[config.mk]
export PLATFORM = sky130hd
export DESIGN_NAME = dshot_tx
export DESIGN_NICKNAME = d
export VERILOG_FILES = /design/src/rtl/dshot_pkg.sv /design/src/rtl/dshot_tx.sv
export SDC_FILE = /design/constraint.sdc
export NUM_CORES = 1
export LEC_CHECK = 0
export CAP_MARGIN = 10
export CORE_UTILIZATION = 40
export CTS_CLUSTER_DIAMETER = 120
export DETAILED_ROUTE_END_ITERATION = 6
export PLACE_DENSITY = 0.7
export SYNTH_ARGS = -nofsm -noshare
export SYNTH_HDL_FRONTEND = slang
export SYNTH_SLANG_ARGS = --single-unit
export TNS_END_PERCENT = 50
[constraint.sdc]
create_clock -name clk -period 8.4 [get_ports clk]
set_input_delay 0.84 -clock clk [delete_from_list [all_inputs] [get_ports clk]]
set_output_delay 0.84 -clock clk [all_outputs]
set_load 0.01 [all_outputs]
[src/rtl/dshot_pkg.sv]
// Shared types and helpers for the DShot frame transmitter.
// A frame is 11 value bits, 1 telemetry bit and a 4-bit checksum, sent MSB first.
package dshot_pkg;

   typedef enum logic [1:0] {
      IDLE,
      BIT,
      GAP
   } dshot_state_t;

   localparam int FRAME_BITS = 16;
   localparam int CRC_BITS   = 4;

   // XOR of the three nibbles of the 12-bit packet.
   // The bidirectional variant transmits the complement of that checksum.
   function automatic logic [CRC_BITS-1:0] dshot_crc(input logic [11:0] packet,
                                                     input logic        invert);
      logic [CRC_BITS-1:0] sum;
      sum = packet[3:0] ^ packet[7:4] ^ packet[11:8];
      dshot_crc = invert ? ~sum : sum;
   endfunction

endpackage

[src/rtl/dshot_tx.sv]
// DShot frame transmitter for a single ESC line.
// Accepts an 11-bit value plus telemetry bit, builds a 16-bit frame and sends it
// as pulse-width-coded bits, followed by an idle gap before the next accept.
// Build option: define DSHOT_BIDIR_EN for the bidirectional-DShot transmit side
// (inverted line polarity, idle high, and inverted checksum).
module dshot_tx
   import dshot_pkg::*;
#(
   parameter int BIT_CYCLES = 83,
   parameter int T1H_CYCLES = 62,
   parameter int T0H_CYCLES = 31,
   parameter int GAP_CYCLES = 100
) (
   input  logic        clk,
   input  logic        rst,
   input  logic        cmd_valid,
   output logic        cmd_ready,
   input  logic [10:0] cmd_value,
   input  logic        cmd_telem,
   output logic        dshot_out,
   output logic        busy,
   output logic        frame_done
);

`ifdef DSHOT_BIDIR_EN
   localparam logic IDLE_LEVEL = 1'b1;
   localparam logic CRC_INVERT = 1'b1;
`else
   localparam logic IDLE_LEVEL = 1'b0;
   localparam logic CRC_INVERT = 1'b0;
`endif
   localparam logic ACTIVE_LEVEL = ~IDLE_LEVEL;

   // One counter serves both the bit period and the gap, so it is sized for the longer.
   localparam int CNT_MAX = (BIT_CYCLES > GAP_CYCLES) ? BIT_CYCLES : GAP_CYCLES;
   localparam int CNT_W   = (CNT_MAX > 1) ? $clog2(CNT_MAX) : 1;

   localparam logic [CNT_W-1:0] BIT_LAST = CNT_W'(BIT_CYCLES - 1);
   localparam logic [CNT_W-1:0] GAP_LAST = CNT_W'(GAP_CYCLES - 1);
   localparam logic [CNT_W-1:0] T1H      = CNT_W'(T1H_CYCLES);
   localparam logic [CNT_W-1:0] T0H      = CNT_W'(T0H_CYCLES);
   localparam logic [3:0]       IDX_MSB  = 4'(FRAME_BITS - 1);

   // Timing must leave a visible low (or high) tail in every bit and at least one gap cycle.
   if (!(T0H_CYCLES > 0 && T0H_CYCLES < T1H_CYCLES &&
         T1H_CYCLES < BIT_CYCLES && GAP_CYCLES >= 1)) begin : g_bad_timing
      $fatal(1, "dshot_tx: require 0 < T0H < T1H < BIT_CYCLES and GAP_CYCLES >= 1");
   end

   dshot_state_t          state_q, state_d;
   logic [CNT_W-1:0]      cnt_q, cnt_d;
   logic [3:0]            idx_q, idx_d;
   logic [FRAME_BITS-1:0] frame_q, frame_d;
   logic [11:0]           packet;
   logic [CNT_W-1:0]      high_time;
   logic                  line_d;
   logic                  done_d;

   assign packet    = {cmd_value, cmd_telem};
   assign cmd_ready = (state_q == IDLE) && !rst;
   assign busy      = (state_q != IDLE);

   // Next-state logic: accept in IDLE, walk 16 bit periods in BIT, then count out the gap.
   always_comb begin
      state_d = state_q;
      cnt_d   = cnt_q;
      idx_d   = idx_q;
      frame_d = frame_q;
      done_d  = 1'b0;
      case (state_q)
         IDLE: begin
            if (cmd_valid && cmd_ready) begin
               frame_d = {packet, dshot_crc(packet, CRC_INVERT)};
               idx_d   = IDX_MSB;
               cnt_d   = '0;
               state_d = BIT;
            end
         end
         BIT: begin
            if (cnt_q == BIT_LAST) begin
               cnt_d = '0;
               if (idx_q == 4'd0) begin
                  state_d = GAP;
               end else begin
                  idx_d = idx_q - 4'd1;
               end
            end else begin
               cnt_d = cnt_q + 1'b1;
            end
         end
         GAP: begin
            if (cnt_q == GAP_LAST) begin
               cnt_d   = '0;
               state_d = IDLE;
               done_d  = 1'b1;
            end else begin
               cnt_d = cnt_q + 1'b1;
            end
         end
         default: begin
            state_d = IDLE;
            cnt_d   = '0;
         end
      endcase
   end

   // The line level is decoded from the next-state values so the registered output
   // goes active on the very first cycle after the accept edge.
   always_comb begin
      high_time = frame_d[idx_d] ? T1H : T0H;
      line_d    = IDLE_LEVEL;
      if (state_d == BIT && cnt_d < high_time) begin
         line_d = ACTIVE_LEVEL;
      end
   end

   // State, counters, latched frame and registered outputs; reset aborts any frame in flight.
   always_ff @(posedge clk) begin
      if (rst) begin
         state_q    <= IDLE;
         cnt_q      <= '0;
         idx_q      <= '0;
         frame_q    <= '0;
         dshot_out  <= IDLE_LEVEL;
         frame_done <= 1'b0;
      end else begin
         state_q    <= state_d;
         cnt_q      <= cnt_d;
         idx_q      <= idx_d;
         frame_q    <= frame_d;
         dshot_out  <= line_d;
         frame_done <= done_d;
      end
   end

endmodule

==> results of run 1 <==
## worst max-delay path: cells and delay by family
kind	cells	cell delay (ns)
and+or+nand+nor	5	1.34
buffers and inverters	2	1.17
AOI/OAI and AO/OA	4	1.00
muxes	1	0.30
adders and majority gates	1	0.30
## metal layers
layer	GRT usage, %	vias up
met2	28.99	66
li1	-	880
met5	0	-
met4	5.778	0
met3	3.896	9
met1	27.75	827
## final timing paths
kind	to	slack (ns)	depth (start not counted)
setup / recovery	dshot_out$_SDFF_PP0_	3.57	13
hold / removal	frame_q[10]$_SDFF_PP0_	0.46	2
setup reg to reg	dshot_out$_SDFF_PP0_	4.13	13
hold reg to reg	frame_q[10]$_SDFF_PP0_	0.46	2
## layout by cell type, fill, tap and decap left out, drive strengths merged, types with 2 or more instances in the layout
cell type and instances:
ha 4, nand4 3, nor2b 5, nand2 40, xnor2 9, o21ai 13, nor2 12, a2bb2oi 2
nor3b 2, inv 5, and3 3, a21o 2, or3 7, nand2b 2, dfxtp 31, clkdlybuf4s50 18
nand3 11, or2 3, or4 2, clkbuf 6, nor3 3, a21oi 23, a211oi 4, o211ai 3
a2111oi 2, mux2i 7, nor4 3, o41ai 4, and2 4
## stage by stage
| stage | hold WS, ns | cells | utilization [%] | power, W | setup slack (ns) |
|---|---|---|---|---|---|
| 5_1_grt | 0.4863 | 302 | 49.01 | 0.0003622 | 3.172 |
| 3_5_place_dp | 0.4555 | 294 | 47.08 | 0.0002333 | 3.347 |
| 2_1_floorplan | 0.4318 | 233 | - | 0.0002101 | 4.874 |
| 6_report | 0.4619 | 302 | 49.01 | 0.0003438 | 3.571 |
| 3_3_place_gp | 0.4478 | 294 | 47.08 | 0.0002317 | 3.575 |
| 4_1_cts | 0.4651 | 302 | 49.01 | 0.0003446 | 3.640 |
## state kept, by name (all words and copies together) (netlist names)
name and flops:
cnt_q 7, dshot_out 1, frame_done 1, frame_q 16
idx_q 4, state_q 2
## logic make-up after synthesis
kind of cell    share of synthesized area [%]
xor+xnor                                4.676
fa+ha+maj                               2.672
buf+inv                                 3.874
flops                                   33.13
mux                                     4.542
compound gates                          21.98
simple gates                            29.12
## power groups by stage
stage	sequential [W]	combinational [W]	clock, W
after detailed placement	0.000164	0.0000695	0
after global routing	0.000162	0.0000774	0.000123
after floorplan	0.000161	0.0000487	0
after global placement	0.000164	0.0000680	0
after CTS	0.000160	0.0000697	0.000114
final	0.000161	0.0000701	0.000113
## cell type report
type,count,area share [%]
multi-input combinational,187,54.83
sequential,31,28.69
timing repair buffer,19,8.676
clock buffer,6,3.355
tap,52,3.008
inverter,5,0.8676
clock inverter,2,0.5784
==> flow_summary.yaml, run 1 <==
yosys:
  synth_edf_count: 0
  synth_seq_cells: 31
  yosysTopAreaCellShare_pct: 33.13
  synth_seq_area_share_pct: 33.13
  yosys_most_used_dff: "dfxtp_1"
  post-synth-top-area-cell: "dfxtp_1"
  synth_area_sq_um: 1873
  syn-num-nets: 252
  async_reset_ff_share_pct: 0
  synthDistinctLibCells: 51
  yosys_warnings: 0
  syn_inst: 233
  ys_top_cells_by_area: "dfxtp_1 33%, nand2_1 8.0%, a21oi_1 6.1%"
  synthTopCellsByCount: "40 x nand2_1, 31 x dfxtp_1, 23 x a21oi_1"
  syn_area_per_cell_sq_um: 8.039
  synthMostInstantiatedCell: "nand2_1"
die:
  die_area_sq_um: 4960
  core-area_sq_um: 4414
  start_util_pct: 42.43
  dieWidth_microns: 70.43
  num_rows: 24
  io_pins: 19
  die_height_microns: 70.43
timing:
  slew_violations: 0
  hold_violations: 0
  worst_pin_slew_ns: 0.8108
  finalCritPeriodShare_pct: 57.49
  period_needed_ns: 4.829
  fmax_mhz: 207.1
  setup_viol_count_final: 0
  timing.slew.headroom_pct: 44.55
  finalClockSkew_ns: 0.004878
  rsz0062_at_grt: "false"
  fin_tns_setup_ns: 0
layout:
  fin_nets: 268
  area_delta_synth_final_pct: 15.50
  final_area_sq_um: 2163
  final-seq-area_sq_um: 620.6
  multi_input_area_sq_um: 1186
  fill_cells: 441
  antennaDiodeCount: 0
  drive_gt1_share_pct: 8.000
pwr:
  ir_drop_mv: 0.1093
  p_sw_share_pct: 29.06
  combPwrFrac_pct: 20.4
  power_switching_w: 0.00009992
  power.density_nw_per_um2: 158.9
  power.share.clock_pct: 32.9
  internal-power_w: 0.0002439
  power_leakage_nw: 0.7798
  p_seq_share_pct: 46.7
setup_path:
  slowest_stage: "clkdlybuf4s50_1"
  crit_start: "rst"
  critPathLaunchType: "input pin"
  worstPathMaxFanout: 23
  regToRegStartpoint: "idx_q[0]$_SDFF_PP0_"
  endpoint_kind: "register"
  worst_ep_required_time_ns: 8.54
  criticalPathCategory: "input pin to register"
  crit_top_cell: "nor2_1"
  cp_cell_sequence: "clkdlybuf4s50_1, nor4b_2, buf_4, nor2_1, mux2i_1, a211oi_1, a2111oi_0, nor2_1, ha_1, nand2_1, nor4_1, a31o_1, o41ai_2"
  worst_path_largest_cell_delay_ns: 0.82
  arrival_ns: 4.96
worst_hold_path:
  hold_path.class: "register to register"
  hold_start: "frame_q[10]$_SDFF_PP0_"
routing:
  dr_wl_met2_mm: 2.019
  ant_nets: 0
  dr.pass1.iters: 4
  dr_wl_met3_microns: 307
  dr.first_iter.drc_count: 152
  drc_errors: 0
  vias: 1782
  met1_length_mm: 2.078
  via_per_inst: 5.901
  postRouteWirelength_mm: 4.469
  post_drt_wl_per_cell_microns: 14.80
  top_layer: "met4"
cts:
  cts_buffer_depth: 2
  cts_hold_buf: 0
  clk_pin_slew_ns: 0.06
  cts_resized: 0
  htree_num_levels: 2
  clock_latency_ns: 0.28
  cts.sinks: 31
  cts_setup_buffers: 0
  cts-buffers-inserted: 5
  cts_root_buffer: "clkbuf_8"
  cts_tree: "yes"
placement:
  postPlaceCellArea_sq_um: 2078
  dp_hpwl_mm: 3.332
  gp_congestion: 0.8650
  place.port_buffers: 18
grt:
  antenna_found_initial: 0
  grt_usage_pct: 19.36
  grt_pass1_wl_mm: 7.624
  grt_overflow: 0
  grt_pass1_vias: 1567
  grt_max_degree: 24
flow_run:
  maxCapViolCount: 0
run_status:
  status: "finished, final reports clean"
Power figures use the tool's default switching activity.
==> inputs of run 2 (changes only) <==
PLACE_DENSITY = 0.72   (was 0.7)
clock period = 4 ns   (was 8.4 ns; I/O delays follow)
==> flow_summary.yaml, run 2 (synthesis gave the netlist of run 1 again) <==
pwr:
  p_seq_share_pct: 44.1
  combPwrFrac_pct: 20.2
  ir_drop_mv: 0.2339
  power_switching_w: 0.0002092
  power.share.clock_pct: 35.8
  power.density_nw_per_um2: 342.5
  internal-power_w: 0.0005514
  power_leakage_nw: 0.8170
  p_sw_share_pct: 27.51
die:
  num_rows: 24
  die_height_microns: 70.43
  die_area_sq_um: 4960
  dieWidth_microns: 70.43
  io_pins: 19
  core-area_sq_um: 4414
  start_util_pct: 42.43
routing:
  vias: 1758
  dr.pass1.iters: 4
  ant_nets: 0
  drc_errors: 0
  postRouteWirelength_mm: 4.527
  via_per_inst: 5.726
  dr.first_iter.drc_count: 102
  post_drt_wl_per_cell_microns: 14.75
placement:
  dp_hpwl_mm: 3.402
  place.port_buffers: 18
  postPlaceCellArea_sq_um: 2116
  gp_congestion: 0.8891
cts:
  clk_pin_slew_ns: 0.06
  cts-buffers-inserted: 5
  cts.sinks: 31
  htree_num_levels: 2
  cts_buffer_depth: 2
  cts_setup_buffers: 0
  cts_tree: "yes"
  clock_latency_ns: 0.29
  cts_hold_buf: 0
  cts_root_buffer: "clkbuf_8"
setup_path:
  worstPathMaxFanout: 10
  slowest_stage: "or4_4"
  rr_endpoint: "dshot_out$_SDFF_PP0_"
  endpoint_kind: "register"
  cp_cell_sequence: "or3b_1, or4_4, mux2i_1, a211oi_1, a2111oi_0, nor2_1, ha_1, nand2_1, nor4_1, a31o_1, o41ai_2"
  ff2ff_path_depth: 11
  critPathLaunchType: "register"
  criticalPathCategory: "register to register"
  arrival_ns: 3.75
  regToRegStartpoint: "cnt_q[3]$_SDFF_PP0_"
  worst_ep_required_time_ns: 4.15
  r2r_slack_ns: 0.39
  endpoint: "dshot_out$_SDFF_PP0_"
  crit_start: "cnt_q[3]$_SDFF_PP0_"
  worst_path_largest_cell_delay_ns: 0.67
worst_hold_path:
  hold_path.class: "register to register"
timing:
  slew_violations: 0
  timing.slew.headroom_pct: 47.55
  period_needed_ns: 3.607
  hold_violations: 0
  fin_tns_setup_ns: 0
  worst_pin_slew_ns: 0.7669
  finalClockSkew_ns: 0.002557
  finalCritPeriodShare_pct: 90.17
  setup_viol_count_final: 0
  rsz0062_at_grt: "false"
  fmax_mhz: 277.3
  hold_ws_ns: 0.4560
grt:
  grt_pass1_wl_mm: 7.900
  grt_pass1_vias: 1647
  antenna_found_initial: 0
  grt_overflow: 0
  grt_usage_pct: 20.42
  grt_max_degree: 27
layout:
  layout.cells.most_common: "nand2_1"
  area_delta_synth_final_pct: 18.57
  largest_reg_flops: 16
  drive_gt1_share_pct: 10.20
  final_area_sq_um: 2221
  utilization_pct: 50.31
  top_regs: "frame_q: 16 flops, cnt_q: 7 flops, idx_q: 4 flops"
  antennaDiodeCount: 0
  regMostFlops: "frame_q"
  layout_common_cells: "40 x nand2_1, 31 x dfxtp_1, 23 x a21oi_1"
  fin_nets: 273
flow_run:
  maxCapViolCount: 0
run_status:
  status: "finished, final reports clean"
==> run 2: worst min path at each step <==
stage	to	depth (start not counted)	slack, ns	start
floorplan	frame_q[9]$_SDFF_PP0_	2	0.43	frame_q[9]$_SDFF_PP0_
global placement	frame_q[9]$_SDFF_PP0_	2	0.45	frame_q[9]$_SDFF_PP0_
detailed placement	frame_q[9]$_SDFF_PP0_	2	0.45	frame_q[9]$_SDFF_PP0_
CTS	frame_q[9]$_SDFF_PP0_	2	0.45	frame_q[9]$_SDFF_PP0_
global route	frame_q[9]$_SDFF_PP0_	2	0.48	frame_q[9]$_SDFF_PP0_
finish	frame_q[9]$_SDFF_PP0_	2	0.46	frame_q[9]$_SDFF_PP0_
==> run 2: power groups by stage <==
stage / clock (W) / combinational [W] / sequential [W]
3_5_place_dp: 0 / 0.000152 / 0.000341
5_1_grt: 0.000291 / 0.000171 / 0.000337
3_3_place_gp: 0 / 0.000151 / 0.000341
2_1_floorplan: 0 / 0.000102 / 0.000339
4_1_cts: 0.000278 / 0.000152 / 0.000335
6_report: 0.000272 / 0.000153 / 0.000335
==> run 2: repair_timing <==
action                                 4_1_cts  5_1_grt
setup endpoints to repair                    0        1
endpoints found under the hold margin        0        0
gates resized for setup                      0        1
==> run 2: stage by stage <==
step / setup WS, ns / total power, W / std cells
after floorplan: 0.6114 / 0.0004412 / 233
after global placement: 0.4627 / 0.0004920 / 299
after detailed placement: 0.3818 / 0.0004934 / 299
after CTS: 0.3649 / 0.0007645 / 307
after global routing: 0.03532 / 0.0007990 / 307
final: 0.3933 / 0.0007606 / 307
==> run 2: area by class of cell <==
cell class / instances / area, sq um
flip-flops and latches: 31 / 620.6
repair buffers: 24 / 225.2
well taps: 52 / 65.06
multi-input cells: 187 / 1191
inverters: 5 / 18.77
clock buffers: 8 / 100.1
fillers: 417 / 2193
==> run 2: critical path: cells and delay by family (launching register included) <==
kind	cells	cell delay (ns)
adder cells (fa/ha/maj)	1	0.30
flip-flops	1	0.36
AO/OA/AOI/OAI	4	0.96
multiplexers	1	0.31
AND/OR/NAND/NOR	5	1.53
==> run 2: metal layers <==
metal	routed length, microns	track usage (%)	share of wire (%)
met4	106	8.667	2.3
met2	2007	30.58	44
met3	264	5.483	5.8
met5	0	0	0
met1	2149	27.42	47
==> inputs of run 3 (changes only) <==
RECOVER_POWER = 50   (was unset)
==> flow_summary.yaml, run 3 (synthesis gave the netlist of run 1 again) <==
run_status:
  status: "finished, final reports clean"
pwr:
  combPwrFrac_pct: 20.0
  power_leakage_nw: 0.8208
  finalPower_w: 0.0007616
  internal-power_w: 0.0005504
  power.share.clock_pct: 36.0
  power.density_nw_per_um2: 343.9
  power_switching_w: 0.0002111
  p_seq_share_pct: 44.0
  p_sw_share_pct: 27.73
  ir_drop_mv: 0.2338
timing:
  worst_pin_slew_ns: 0.7603
  worst_slack_ns: 0.3995
  timing.slew.headroom_pct: 48.01
  fin_tns_setup_ns: 0
  fmax_mhz: 277.7
  slew_violations: 0
  period_needed_ns: 3.601
  rsz0062_at_grt: "false"
  hold_violations: 0
  setup_viol_count_final: 0
  finalClockSkew_ns: 0.004610
  finalCritPeriodShare_pct: 90.01
routing:
  drc_errors: 0
  ant_nets: 0
  dr.pass1.iters: 4
  dr.first_iter.drc_count: 109
  post_drt_wl_per_cell_microns: 14.81
  vias: 1754
  postRouteWirelength_mm: 4.548
  via_per_inst: 5.713
layout:
  fin_nets: 273
  largest_reg_flops: 16
  fill_cells: 416
  layout_common_cells: "40 x nand2_1, 31 x dfxtp_1, 23 x a21oi_1"
  regMostFlops: "frame_q"
  layout.cells.most_common: "nand2_1"
  drive_gt1_share_pct: 9.804
  antennaDiodeCount: 0
  top_regs: "frame_q: 16 flops, cnt_q: 7 flops, idx_q: 4 flops"
  area_delta_synth_final_pct: 18.24
grt:
  grt_overflow: 0
  grt_max_degree: 27
  grt_pass1_vias: 1647
  antenna_found_initial: 0
  grt_pass1_wl_mm: 7.900
  grt_usage_pct: 20.42
die:
  start_util_pct: 42.43
  num_rows: 24
  die_area_sq_um: 4960
  die_height_microns: 70.43
  core-area_sq_um: 4414
  dieWidth_microns: 70.43
  io_pins: 19
cts:
  clock_latency_ns: 0.29
  cts_buffer_depth: 2
  clk_pin_slew_ns: 0.06
  cts.sinks: 31
  cts_resized: 0
  cts-buffers-inserted: 5
  cts_setup_buffers: 0
  cts_root_buffer: "clkbuf_8"
  htree_num_levels: 2
  cts_hold_buf: 0
  cts_tree: "yes"
setup_path:
  endpoint_kind: "register"
  criticalPathCategory: "register to register"
  worstPathMaxFanout: 10
  arrival_ns: 3.75
  worst_ep_required_time_ns: 4.15
  critPathLaunchType: "register"
placement:
  place.port_buffers: 18
  post-place-ws_ns: 0.3818
  dp_hpwl_mm: 3.402
  gp_congestion: 0.8891
flow_run:
  maxCapViolCount: 0
worst_hold_path:
  hold_path.class: "register to register"
[run 3: cell count changes in the layout (fill, tap and decap cells not counted)]
cell,change
clkdlybuf4s50_1,-3
dlygate4sd3_1,+3
nor4b_1,+1
nor4b_2,-1
[run 3: final timing paths]
path	from	end	slack, ns	cells past startpoint
setup reg to reg	cnt_q[3]$_SDFF_PP0_	dshot_out$_SDFF_PP0_	0.40	11
hold reg to reg	frame_q[9]$_SDFF_PP0_	frame_q[9]$_SDFF_PP0_	0.46	2
setup / recovery	cnt_q[3]$_SDFF_PP0_	dshot_out$_SDFF_PP0_	0.40	11
hold / removal	frame_q[9]$_SDFF_PP0_	frame_q[9]$_SDFF_PP0_	0.46	2
[run 3: area by class of cell]
cell class / instances / area, sq um / share of cell area [%]
sequential: 31 / 620.6 / 28.02
tap: 52 / 65.06 / 2.938
multi-input combinational: 187 / 1185 / 53.50
timing repair buffer: 24 / 225.2 / 10.17
inverter: 5 / 18.77 / 0.8475
clock buffer: 8 / 100.1 / 4.520
[run 3: routing by layer]
metal	GRT usage (%)	wire length, microns	vias up
met5	0	0	-
met4	8.667	101	0
met3	5.483	258	7
met2	30.58	1992	48
met1	27.42	2196	809
li1	-	-	890
[run 3: critical path, stage by stage (launching register included)]
cell	delay, ns
dfxtp_1	0.36
or3b_1	0.53
or4_4	0.67
mux2i_1	0.31
a211oi_1	0.08
a2111oi_0	0.62
nor2_1	0.12
ha_1	0.30
nand2_1	0.04
nor4_1	0.17
a31o_1	0.19
o41ai_2	0.06
[run 3: power groups by stage]
stage               Combinational (W)  Clock [W]  Sequential [W]
finish                       0.000152   0.000274        0.000335
global route                 0.000170   0.000291        0.000337
CTS                          0.000152   0.000278        0.000335
detailed placement           0.000152          0        0.000341
global placement             0.000151          0        0.000341
floorplan                    0.000102          0        0.000339
[run 3: through the flow]
step	utilization [%]	hold WS [ns]	instance area, sq um	instances
floorplan	-	0.4318	1873	233
global placement	47.93	0.4455	2116	299
detailed placement	47.93	0.4455	2116	299
CTS	50.20	0.4544	2216	307
global route	50.17	0.4797	2215	307
finish	50.17	0.4556	2215	307
